File: src/rtl/ifu_pkg.sv
// Shared types and constants for the instruction fetch unit.
package ifu_pkg;

    typedef enum logic [1:0] {
        REQ    = 2'd0,
        WAIT_R = 2'd1,
        HOLD   = 2'd2
    } state_t;

    localparam logic [1:0]  RESP_OKAY = 2'b00;
    localparam logic [31:0] NOP_INST  = 32'h0000_0013;

endpackage

File: src/rtl/ifu_fetch_stage_if.sv
// AXI4-Lite-style read channel between the fetch stage (master) and instruction memory (slave).
interface ifu_fetch_stage_if #(
    parameter int ADDR_W = 32
);
    logic [ADDR_W-1:0] araddr;
    logic              arvalid;
    logic              arready;
    logic [31:0]       rdata;
    logic [1:0]        rresp;
    logic              rvalid;
    logic              rready;

    modport master (
        output araddr, arvalid, rready,
        input  arready, rdata, rresp, rvalid
    );

    modport slave (
        input  araddr, arvalid, rready,
        output arready, rdata, rresp, rvalid
    );
endinterface

File: src/rtl/ifu_fetch_stage.sv
// Instruction fetch stage: one read per instruction, sequential PC+4 prediction, decode redirects.
// Optional performance counters with getter functions when IFU_PERF_COUNTERS_EN is defined.
module ifu_fetch_stage
    import ifu_pkg::*;
#(
    parameter int                ADDR_W   = 32,
    parameter logic [ADDR_W-1:0] RESET_PC = 32'h3000_0000
) (
    input  logic                 clock,
    input  logic                 reset,
    ifu_fetch_stage_if.master    bus,
    output logic [31:0]          inst,
    output logic [ADDR_W-1:0]    ifu_to_idu_pc,
    output logic                 ifu_valid,
    input  logic                 ifu_ready,
    output logic [63:0]          num,
    input  logic                 control_hazard,
    input  logic [ADDR_W-1:0]    branch_target_pc,
    output logic                 fetch_fault
);

    state_t            state_reg, state_next;
    logic [ADDR_W-1:0] pc_reg, pc_next;
    logic [63:0]       num_reg, num_next;
    logic              flush_reg, flush_next;
    logic              fault_reg, fault_next;
    logic [31:0]       inst_reg, inst_next;
    logic [ADDR_W-1:0] out_pc_reg, out_pc_next;
    logic              beat_deliver;
    logic              beat_discard;

    always_ff @(posedge clock) begin
        if (!reset) begin
            state_reg  <= REQ;
            pc_reg     <= RESET_PC;
            num_reg    <= '0;
            flush_reg  <= 1'b0;
            fault_reg  <= 1'b0;
            inst_reg   <= '0;
            out_pc_reg <= '0;
        end else begin
            state_reg  <= state_next;
            pc_reg     <= pc_next;
            num_reg    <= num_next;
            flush_reg  <= flush_next;
            fault_reg  <= fault_next;
            inst_reg   <= inst_next;
            out_pc_reg <= out_pc_next;
        end
    end

    always_comb begin
        state_next   = state_reg;
        pc_next      = pc_reg;
        num_next     = num_reg;
        flush_next   = flush_reg;
        fault_next   = fault_reg;
        inst_next    = inst_reg;
        out_pc_next  = out_pc_reg;
        beat_deliver = 1'b0;
        beat_discard = 1'b0;
        case (state_reg)
            REQ: begin
                if (bus.arready) begin
                    state_next = WAIT_R;
                    // Request already accepted: its beat must be dropped when it returns.
                    if (control_hazard) begin
                        flush_next = 1'b1;
                        pc_next    = branch_target_pc;
                    end
                end else if (control_hazard) begin
                    pc_next = branch_target_pc;
                end
            end
            WAIT_R: begin
                if (control_hazard) begin
                    pc_next = branch_target_pc;
                    if (bus.rvalid) begin
                        beat_discard = 1'b1;
                        flush_next   = 1'b0;
                        state_next   = REQ;
                    end else begin
                        flush_next = 1'b1;
                    end
                end else if (bus.rvalid) begin
                    if (flush_reg) begin
                        beat_discard = 1'b1;
                        flush_next   = 1'b0;
                        state_next   = REQ;
                    end else begin
                        beat_deliver = 1'b1;
                        out_pc_next  = pc_reg;
                        num_next     = num_reg + 64'd1;
                        state_next   = HOLD;
                        if (bus.rresp != RESP_OKAY) begin
                            inst_next  = NOP_INST;
                            fault_next = 1'b1;
                        end else begin
                            inst_next = bus.rdata;
                        end
                    end
                end
            end
            HOLD: begin
                if (control_hazard) begin
                    pc_next    = branch_target_pc;
                    state_next = REQ;
                end else if (ifu_ready) begin
                    pc_next    = pc_reg + ADDR_W'(4);
                    state_next = REQ;
                end
            end
            default: state_next = REQ;
        endcase
    end

    // Gating with reset keeps the handshakes quiet during the reset cycle itself.
    assign bus.arvalid   = reset && (state_reg == REQ);
    assign bus.araddr    = pc_reg;
    assign bus.rready    = reset && (state_reg == WAIT_R);
    assign ifu_valid     = reset && (state_reg == HOLD);
    assign inst          = inst_reg;
    assign ifu_to_idu_pc = out_pc_reg;
    assign num           = num_reg;
    assign fetch_fault   = fault_reg;

`ifdef IFU_PERF_COUNTERS_EN
    logic [31:0] fetch_count_reg;
    logic [31:0] squash_count_reg;
    logic [31:0] stall_cycles_reg;
    logic        hold_squash;

    assign hold_squash = (state_reg == HOLD) && control_hazard;

    always_ff @(posedge clock) begin
        if (!reset) begin
            fetch_count_reg  <= '0;
            squash_count_reg <= '0;
            stall_cycles_reg <= '0;
        end else begin
            if (beat_deliver)
                fetch_count_reg <= fetch_count_reg + 32'd1;
            if (beat_discard || hold_squash)
                squash_count_reg <= squash_count_reg + 32'd1;
            if (state_reg != HOLD)
                stall_cycles_reg <= stall_cycles_reg + 32'd1;
        end
    end

    function automatic int unsigned get_fetch_count();
        return fetch_count_reg;
    endfunction

    function automatic int unsigned get_squash_count();
        return squash_count_reg;
    endfunction

    function automatic int unsigned get_stall_cycles();
        return stall_cycles_reg;
    endfunction
`endif

endmodule
File: src/flat_wrapper.sv
// flat-port wrapper written by rule: the top's interface ports become plain ports
module ifu_fetch_stage_flat import ifu_pkg::*;
#(
    parameter int                ADDR_W   = 32,
    parameter logic [ADDR_W-1:0] RESET_PC = 32'h3000_0000
)
  (clock, reset, inst, ifu_to_idu_pc, ifu_valid, ifu_ready, num, control_hazard, branch_target_pc, fetch_fault, bus_araddr, bus_arvalid, bus_rready, bus_arready, bus_rdata, bus_rresp, bus_rvalid);
  ifu_fetch_stage_if #(.ADDR_W(ADDR_W)) bus_i ();
  input  logic clock;
  input  logic reset;
  output logic [31:0] inst;
  output logic [ADDR_W-1:0] ifu_to_idu_pc;
  output logic ifu_valid;
  input  logic ifu_ready;
  output logic [63:0] num;
  input  logic control_hazard;
  input  logic [ADDR_W-1:0] branch_target_pc;
  output logic fetch_fault;
  output wire logic [$bits(bus_i.araddr)-1:0] bus_araddr;
  output wire logic [$bits(bus_i.arvalid)-1:0] bus_arvalid;
  output wire logic [$bits(bus_i.rready)-1:0] bus_rready;
  input wire logic [$bits(bus_i.arready)-1:0] bus_arready;
  input wire logic [$bits(bus_i.rdata)-1:0] bus_rdata;
  input wire logic [$bits(bus_i.rresp)-1:0] bus_rresp;
  input wire logic [$bits(bus_i.rvalid)-1:0] bus_rvalid;
  assign bus_araddr = bus_i.araddr;
  assign bus_arvalid = bus_i.arvalid;
  assign bus_rready = bus_i.rready;
  assign bus_i.arready = bus_arready;
  assign bus_i.rdata = bus_rdata;
  assign bus_i.rresp = bus_rresp;
  assign bus_i.rvalid = bus_rvalid;
  ifu_fetch_stage #(.ADDR_W(ADDR_W), .RESET_PC(RESET_PC)) u_core (.clock(clock), .reset(reset), .bus(bus_i), .inst(inst), .ifu_to_idu_pc(ifu_to_idu_pc), .ifu_valid(ifu_valid), .ifu_ready(ifu_ready), .num(num), .control_hazard(control_hazard), .branch_target_pc(branch_target_pc), .fetch_fault(fetch_fault));
endmodule
File: config.mk
export PLATFORM = sky130hd
export DESIGN_NAME = ifu_fetch_stage_flat
export DESIGN_NICKNAME = d
export VERILOG_FILES = /design/src/rtl/ifu_pkg.sv /design/src/rtl/ifu_fetch_stage_if.sv /design/src/rtl/ifu_fetch_stage.sv /design/src/flat_wrapper.sv
export SDC_FILE = /design/constraint.sdc
export NUM_CORES = 1
export LEC_CHECK = 0
export CAP_MARGIN = 20
export CORE_ASPECT_RATIO = 1.5
export CORE_UTILIZATION = 50
export DETAILED_ROUTE_END_ITERATION = 8
export GPL_TIMING_DRIVEN = 0
export PLACE_DENSITY = 0.86
export SYNTH_ARGS = -nofsm -noshare
export SYNTH_HDL_FRONTEND = slang
export SYNTH_SLANG_ARGS = --single-unit
File: constraint.sdc
create_clock -name clock -period 6.5 [get_ports clock]
set_input_delay 0.975 -clock clock [delete_from_list [all_inputs] [get_ports clock]]
set_output_delay 0.975 -clock clock [all_outputs]
set_load 0.02 [all_outputs]
==> results.toml, run 1 <==
[outcome]
outcome = "completed"

[pwr]
powerDensity_nw_per_um2 = 214
ir_drop_v = 0.000161
power_leakage_nw = 3.42

[logic_synthesis]
synth-seq-area-share = 0.441
syn-cell-area_um2 = 7440
ys_async_sr_fraction = 0
yosys.cell_types.count = 54
syn_nets = 1029
synth-main-ff-cell = "dfxtp_1"
syn_avg_cell_area_um2 = 7.79
ys_ff_latch = 164
syn-instance-count = 955
synth_edf_count = 0
synth-warning-count = 0

[routing]
drt-pass1-iter-count = 6
via_count = 8397
wl_per_cell_um = 17.9
drt-initial-drc-count = 555
drt_wl_total_um = 25400
antenna_left = 0
vias_per_cell = 5.92
drc_errors = 0

[cts]
cts_tree = "built"
cts_hold_buffers = 0
cts_sinks = 164
clkTransAtPathRegs_ns = 0.06
clockBufferDepth = 2
cts_root_buf = "clkbuf_16"
cts_resized = 0
clock_latency_ns = 0.43
cts-buffers-inserted = 17
htreeDepth = 4
cts_setup_buffers = 0

[timing]
fin_crit_sh = 0.643
max_slew_margin = 0.373
setup_ws_ns = 2.32
finalHoldViolCount = 0
finClkSkew_ns = 0.0120
setup-violations-final = 0
worst_pin_slew_ns = 0.939
rsz0062_at_grt = "no"
fin_crit_ns = 4.18
maxSlewViolCount = 0
tns_ns = 0
fmax_mhz = 239

[grt]
grt_max_degree = 17
track_usage = 0.332
grt_pass1_wl_um = 39700
grt_pass1_vias = 7903
gr-total-overflow = 0
antenna_found_initial = 0

[finish]
area_delta_synth_final_pct = 42.8
layout.cells.non_filler = 1418
fillCellCount = 1164
mostFrequentLayoutCell = "clkdlybuf4s50_1"
drive_gt1_frac = 0.0360
multi_input_area_um2 = 3840
stdcell_area_um2 = 10600
ff_latch_area_um2 = 3280
final_cell_mix = "clkdlybuf4s50_1 (235), dfxtp_1 (164), nand2_1 (159)"
antenna_cells = 0
largest_register_ffs = 64
num-nets-final = 1283

[placement]
dp_cells = 1386
dp_slack_ns = 2.33
finalWeightedCongestion = 0.964
port_buffers = 235
post-dp-hpwl_um = 18700
placed_cell_area_um2 = 10000

[setup_path]
critPathLaunch = "reset"
rr_endpoint = "u_core.num[58]$_SDFFE_PN0N_"
critPathRequiredTime_ns = 5.52
reg2reg_slack_ns = 3.78
critPathCaptureType = "primary output"
crit_type = "in -> out"
r2r_start = "u_core.state_reg[1]$_SDFFE_PN0P_"
worstPathArrival_ns = 3.21
crit_fanout = 10
ff2ff_path_depth = 6
start_kind = "input pin"

[floorplanning]
rows = 54
die_h_um = 151
start_util = 0.512
core_um2 = 14500
pin_count = 236
die_x_um = 102
dieArea_um2 = 15400

[job]
drv_cap = 0

[worst_hold_path]
hold_path.class = "reg -> reg"
holdPathStages = 2
min_from = "u_core.ifu_to_idu_pc[31]$_SDFFE_PN0N_"
hold_end = "u_core.ifu_to_idu_pc[31]$_SDFFE_PN0N_"
## power breakdown
group          total (W)  leakage [nW]  switching [W]  internal, W
registers        0.00105          1.33      0.0000260      0.00102
logic           0.000207          1.80       0.000111    0.0000957
clock network    0.00101         0.287       0.000451     0.000562
total            0.00227          3.42       0.000588      0.00168
## layer usage
| metal | GRT usage | wire length (µm) | vias to the layer above |
|---|---|---|---|
| met3 | 0.0711 | 1820 | 96 |
| met1 | 0.374 | 9360 | 3918 |
| met4 | 0.199 | 1320 | 0 |
| li1 | - | - | 3956 |
| met5 | 0 | 0 | - |
| met2 | 0.569 | 12900 | 427 |
## stage by stage
step / hold WS (ns) / util / power [W]
after global routing: 0.466 / 0.732 / 0.00234
after CTS: 0.452 / 0.732 / 0.00227
after detailed placement: 0.445 / 0.691 / 0.00128
final: 0.453 / 0.732 / 0.00227
after global placement: 0.437 / 0.691 / 0.00127
after floorplan: 0.464 / - / 0.00116
## critical path, stage by stage
cell and delay, ns:
clkdlybuf4s50_1 0.47, clkbuf_1 0.40, clkbuf_1 0.49, and3_1 0.23, clkdlybuf4s50_1 0.63
## worst max path at each step
stage,endpoint,slack (ns),cells past startpoint
after global routing,ifu_valid,2.22,5
final,ifu_valid,2.32,5
after floorplan,ifu_valid,3.75,3
after CTS,ifu_valid,2.32,5
after global placement,ifu_valid,2.30,5
after detailed placement,ifu_valid,2.33,5
## cell usage after synthesis, drive strengths merged (2+ instances only)
library cell  count  area, µm²
dfxtp           164       3280
nand2           159        597
a21oi           125        626
nor2             69        259
nand3            64        320
clkbuf           51        191
o21ai            42        210
or3              30        188
nand4            29        194
nor3             23        115
o31ai            22        165
or4              21        158
nor4             19        140
xnor2            19        166
inv              15       56.3
and3             13       81.3
buf              12       58.8
and4              8       70.1
a311oi            7       61.3
a31oi             7       43.8
a22oi             5       37.5
o21a              5       37.5
or2               5       31.3
xor2              5       43.8
a21o              3       22.5
and2              3       18.8
a2111oi           2       17.5
a211oi            2       15.0
ha                2       25.0
mux2i             2       20.0
nand2b            2       12.5
nand3b            2       15.0
nor3b             2       15.0
o221a             2       22.5
o41ai             2       17.5
## cell families after synthesis
kind of cell / Yosys count / share of synthesized area
buffers and inverters: 79 / 0.0424
DFF: 164 / 0.441
muxes: 2 / 0.00269
xor gates and xnor gates: 24 / 0.0282
and+or+nand+nor: 454 / 0.304
adders and majority gates: 2 / 0.00336
AOI/OAI and AO/OA: 230 / 0.178
## cell type report
type / count / area share
repair buffers: 235 / 0.221
well taps: 196 / 0.0231
multi-input cells: 712 / 0.362
clock inverters: 13 / 0.0128
clock buffers: 19 / 0.0426
plain buffers: 64 / 0.0244
flip-flops and latches: 164 / 0.309
inverters: 15 / 0.00530
Power figures use the tool's default switching activity.
==> run 2, diff against run 1 <==
--- a/config.mk
+++ b/config.mk
@@ -7,10 +7,10 @@
 export LEC_CHECK = 0
 export CAP_MARGIN = 20
 export CORE_ASPECT_RATIO = 1.5
-export CORE_UTILIZATION = 50
+export CORE_UTILIZATION = 42
 export DETAILED_ROUTE_END_ITERATION = 8
 export GPL_TIMING_DRIVEN = 0
-export PLACE_DENSITY = 0.86
+export PLACE_DENSITY = 0.77
 export SYNTH_ARGS = -nofsm -noshare
 export SYNTH_HDL_FRONTEND = slang
 export SYNTH_SLANG_ARGS = --single-unit
==> constraint.sdc (replaced) <==
create_clock -name clock -period 3.7 [get_ports clock]
set_input_delay 0.555 -clock clock [delete_from_list [all_inputs] [get_ports clock]]
set_output_delay 0.555 -clock clock [all_outputs]
set_load 0.02 [all_outputs]
==> run 2 against run 1 <==
Clock-buffer cell count unchanged. Sequential cell count stayed put. Sequential power is 75% higher. Hold slack lost 0.0034 ns. Largest cell class unchanged. Highest routed layer unchanged.
==> results.toml, run 2 (synthesized netlist as in run 1, its figures left out) <==
[pwr]
combPwrFrac = 0.094
swShare = 0.261
clkPwrFrac = 0.428
ir_drop_v = 0.000248
seqPwrFrac = 0.478
p_int_w = 0.00285
power.switching_w = 0.00101
powerDensity_nw_per_um2 = 364
power_leakage_nw = 3.40

[timing]
rsz0062_at_grt = "no"
finClkSkew_ns = 0.00960
worst_pin_slew_ns = 0.911
maxSlewViolCount = 0
fmax_mhz = 295
finalHoldViolCount = 0
max_slew_margin = 0.391
fin_crit_ns = 3.39
setup-violations-final = 0
tns_ns = 0
fin_crit_sh = 0.917

[floorplanning]
die_h_um = 165
dieArea_um2 = 18300
rows = 59
pin_count = 236
start_util = 0.429
die_x_um = 111
core_um2 = 17300

[placement]
dp_cells = 1403
post-dp-hpwl_um = 18700
placed_cell_area_um2 = 10100
port_buffers = 235
finalWeightedCongestion = 0.950

[setup_path]
critPathRequiredTime_ns = 3.14
reg2reg_slack_ns = 0.94
start_kind = "input pin"
rr_endpoint = "u_core.num[41]$_SDFFE_PN0N_"
r2r_start = "u_core.state_reg[1]$_SDFFE_PN0P_"
crit_fanout = 10
critPathCaptureType = "primary output"
ff2ff_path_depth = 7
crit_type = "in -> out"
worstPathArrival_ns = 2.84

[finish]
mostFrequentLayoutCell = "clkdlybuf4s50_1"
final_cell_mix = "clkdlybuf4s50_1 (235), dfxtp_1 (164), nand2_1 (159)"
drive_gt1_frac = 0.0352
stdcell_area_um2 = 10600
largest_register_ffs = 64
fillCellCount = 1576
area_delta_synth_final_pct = 42.5
num-nets-final = 1283
antenna_cells = 0
layout.cells.non_filler = 1435

[cts]
clkTransAtPathRegs_ns = 0.07
cts_tree = "built"
cts_root_buf = "clkbuf_16"
cts_sinks = 164
htreeDepth = 4
cts_resized = 0
cts_hold_buffers = 0
cts-buffers-inserted = 17
clockBufferDepth = 2
clock_latency_ns = 0.43
cts_setup_buffers = 0

[grt]
gr-total-overflow = 0
grt_pass1_wl_um = 39900
antenna_found_initial = 0
grt_max_degree = 17
track_usage = 0.275
grt_pass1_vias = 7751

[outcome]
outcome = "completed"

[worst_hold_path]
min_from = "u_core.inst[19]$_SDFFE_PN0N_"
hold_path.class = "reg -> reg"
holdPathStages = 2
hold_end = "u_core.inst[19]$_SDFFE_PN0N_"

[routing]
drt-pass1-iter-count = 5
vias_per_cell = 5.69
drc_errors = 0
via_count = 8166
drt_wl_total_um = 25500
wl_per_cell_um = 17.7
drt-initial-drc-count = 540
antenna_left = 0

[job]
drv_cap = 0
-- run 2: changes by cell type in the layout (fill, tap and decap cells not counted), sizes merged --
cell,previous run,this run
clkinv,2,9
clkinvlp,2,1
bufinv,1,0
inv,23,18
-- run 2: cell type report --
class / instances / area, µm² / share of cell area
Tap cell: 213 / 267 / 0.0251
Multi-Input combinational cell: 712 / 3840 / 0.362
Clock inverter: 13 / 101 / 0.00956
Timing Repair Buffer: 235 / 2350 / 0.222
Clock buffer: 19 / 443 / 0.0418
Buffer: 64 / 259 / 0.0244
Inverter: 15 / 56.3 / 0.00531
Sequential cell: 164 / 3280 / 0.310
-- run 2: power by group through the flow --
stage | registers, W | clock network, W | logic (W)
finish | 0.00184 | 0.00165 | 0.000363
global route | 0.00185 | 0.00175 | 0.000390
CTS | 0.00184 | 0.00167 | 0.000363
detailed placement | 0.00188 | 0 | 0.000360
global placement | 0.00188 | 0 | 0.000359
floorplan | 0.00191 | 0 | 0.000126
-- run 2: worst max path at each step --
stage                                      from                     endpoint  cells past startpoint
finish                                    reset                    ifu_valid                      5
global placement                          reset                    ifu_valid                      5
CTS                                       reset                    ifu_valid                      5
global route                              reset                    ifu_valid                      5
detailed placement                        reset                    ifu_valid                      5
floorplan           u_core.num[39]$_SDFFE_PN0N_  u_core.num[62]$_SDFFE_PN0N_                      7
-- run 2: per-layer routing --
metal	global-route usage	routed length, µm	up-vias
met5	0	0	-
met4	0.178	1350	0
met3	0.0536	1590	84
met2	0.472	12500	337
met1	0.313	10000	3801
li1	-	-	3944
-- run 2: critical path, stage by stage --
cell and delay [ns]:
clkdlybuf4s50_1 0.50, clkbuf_1 0.42, clkbuf_1 0.49, and3_1 0.23
clkdlybuf4s50_1 0.63
-- run 2: stage by stage --
stage          hold WS (ns)  worst slack, ns  total power (W)  utilization
6_report              0.450            0.308          0.00386        0.611
5_1_grt               0.469            0.176          0.00399        0.611
4_1_cts               0.453            0.290          0.00388        0.611
3_5_place_dp          0.443            0.294          0.00224        0.580
3_3_place_gp          0.436            0.263          0.00224        0.580
2_1_floorplan         0.464             1.33          0.00203            -
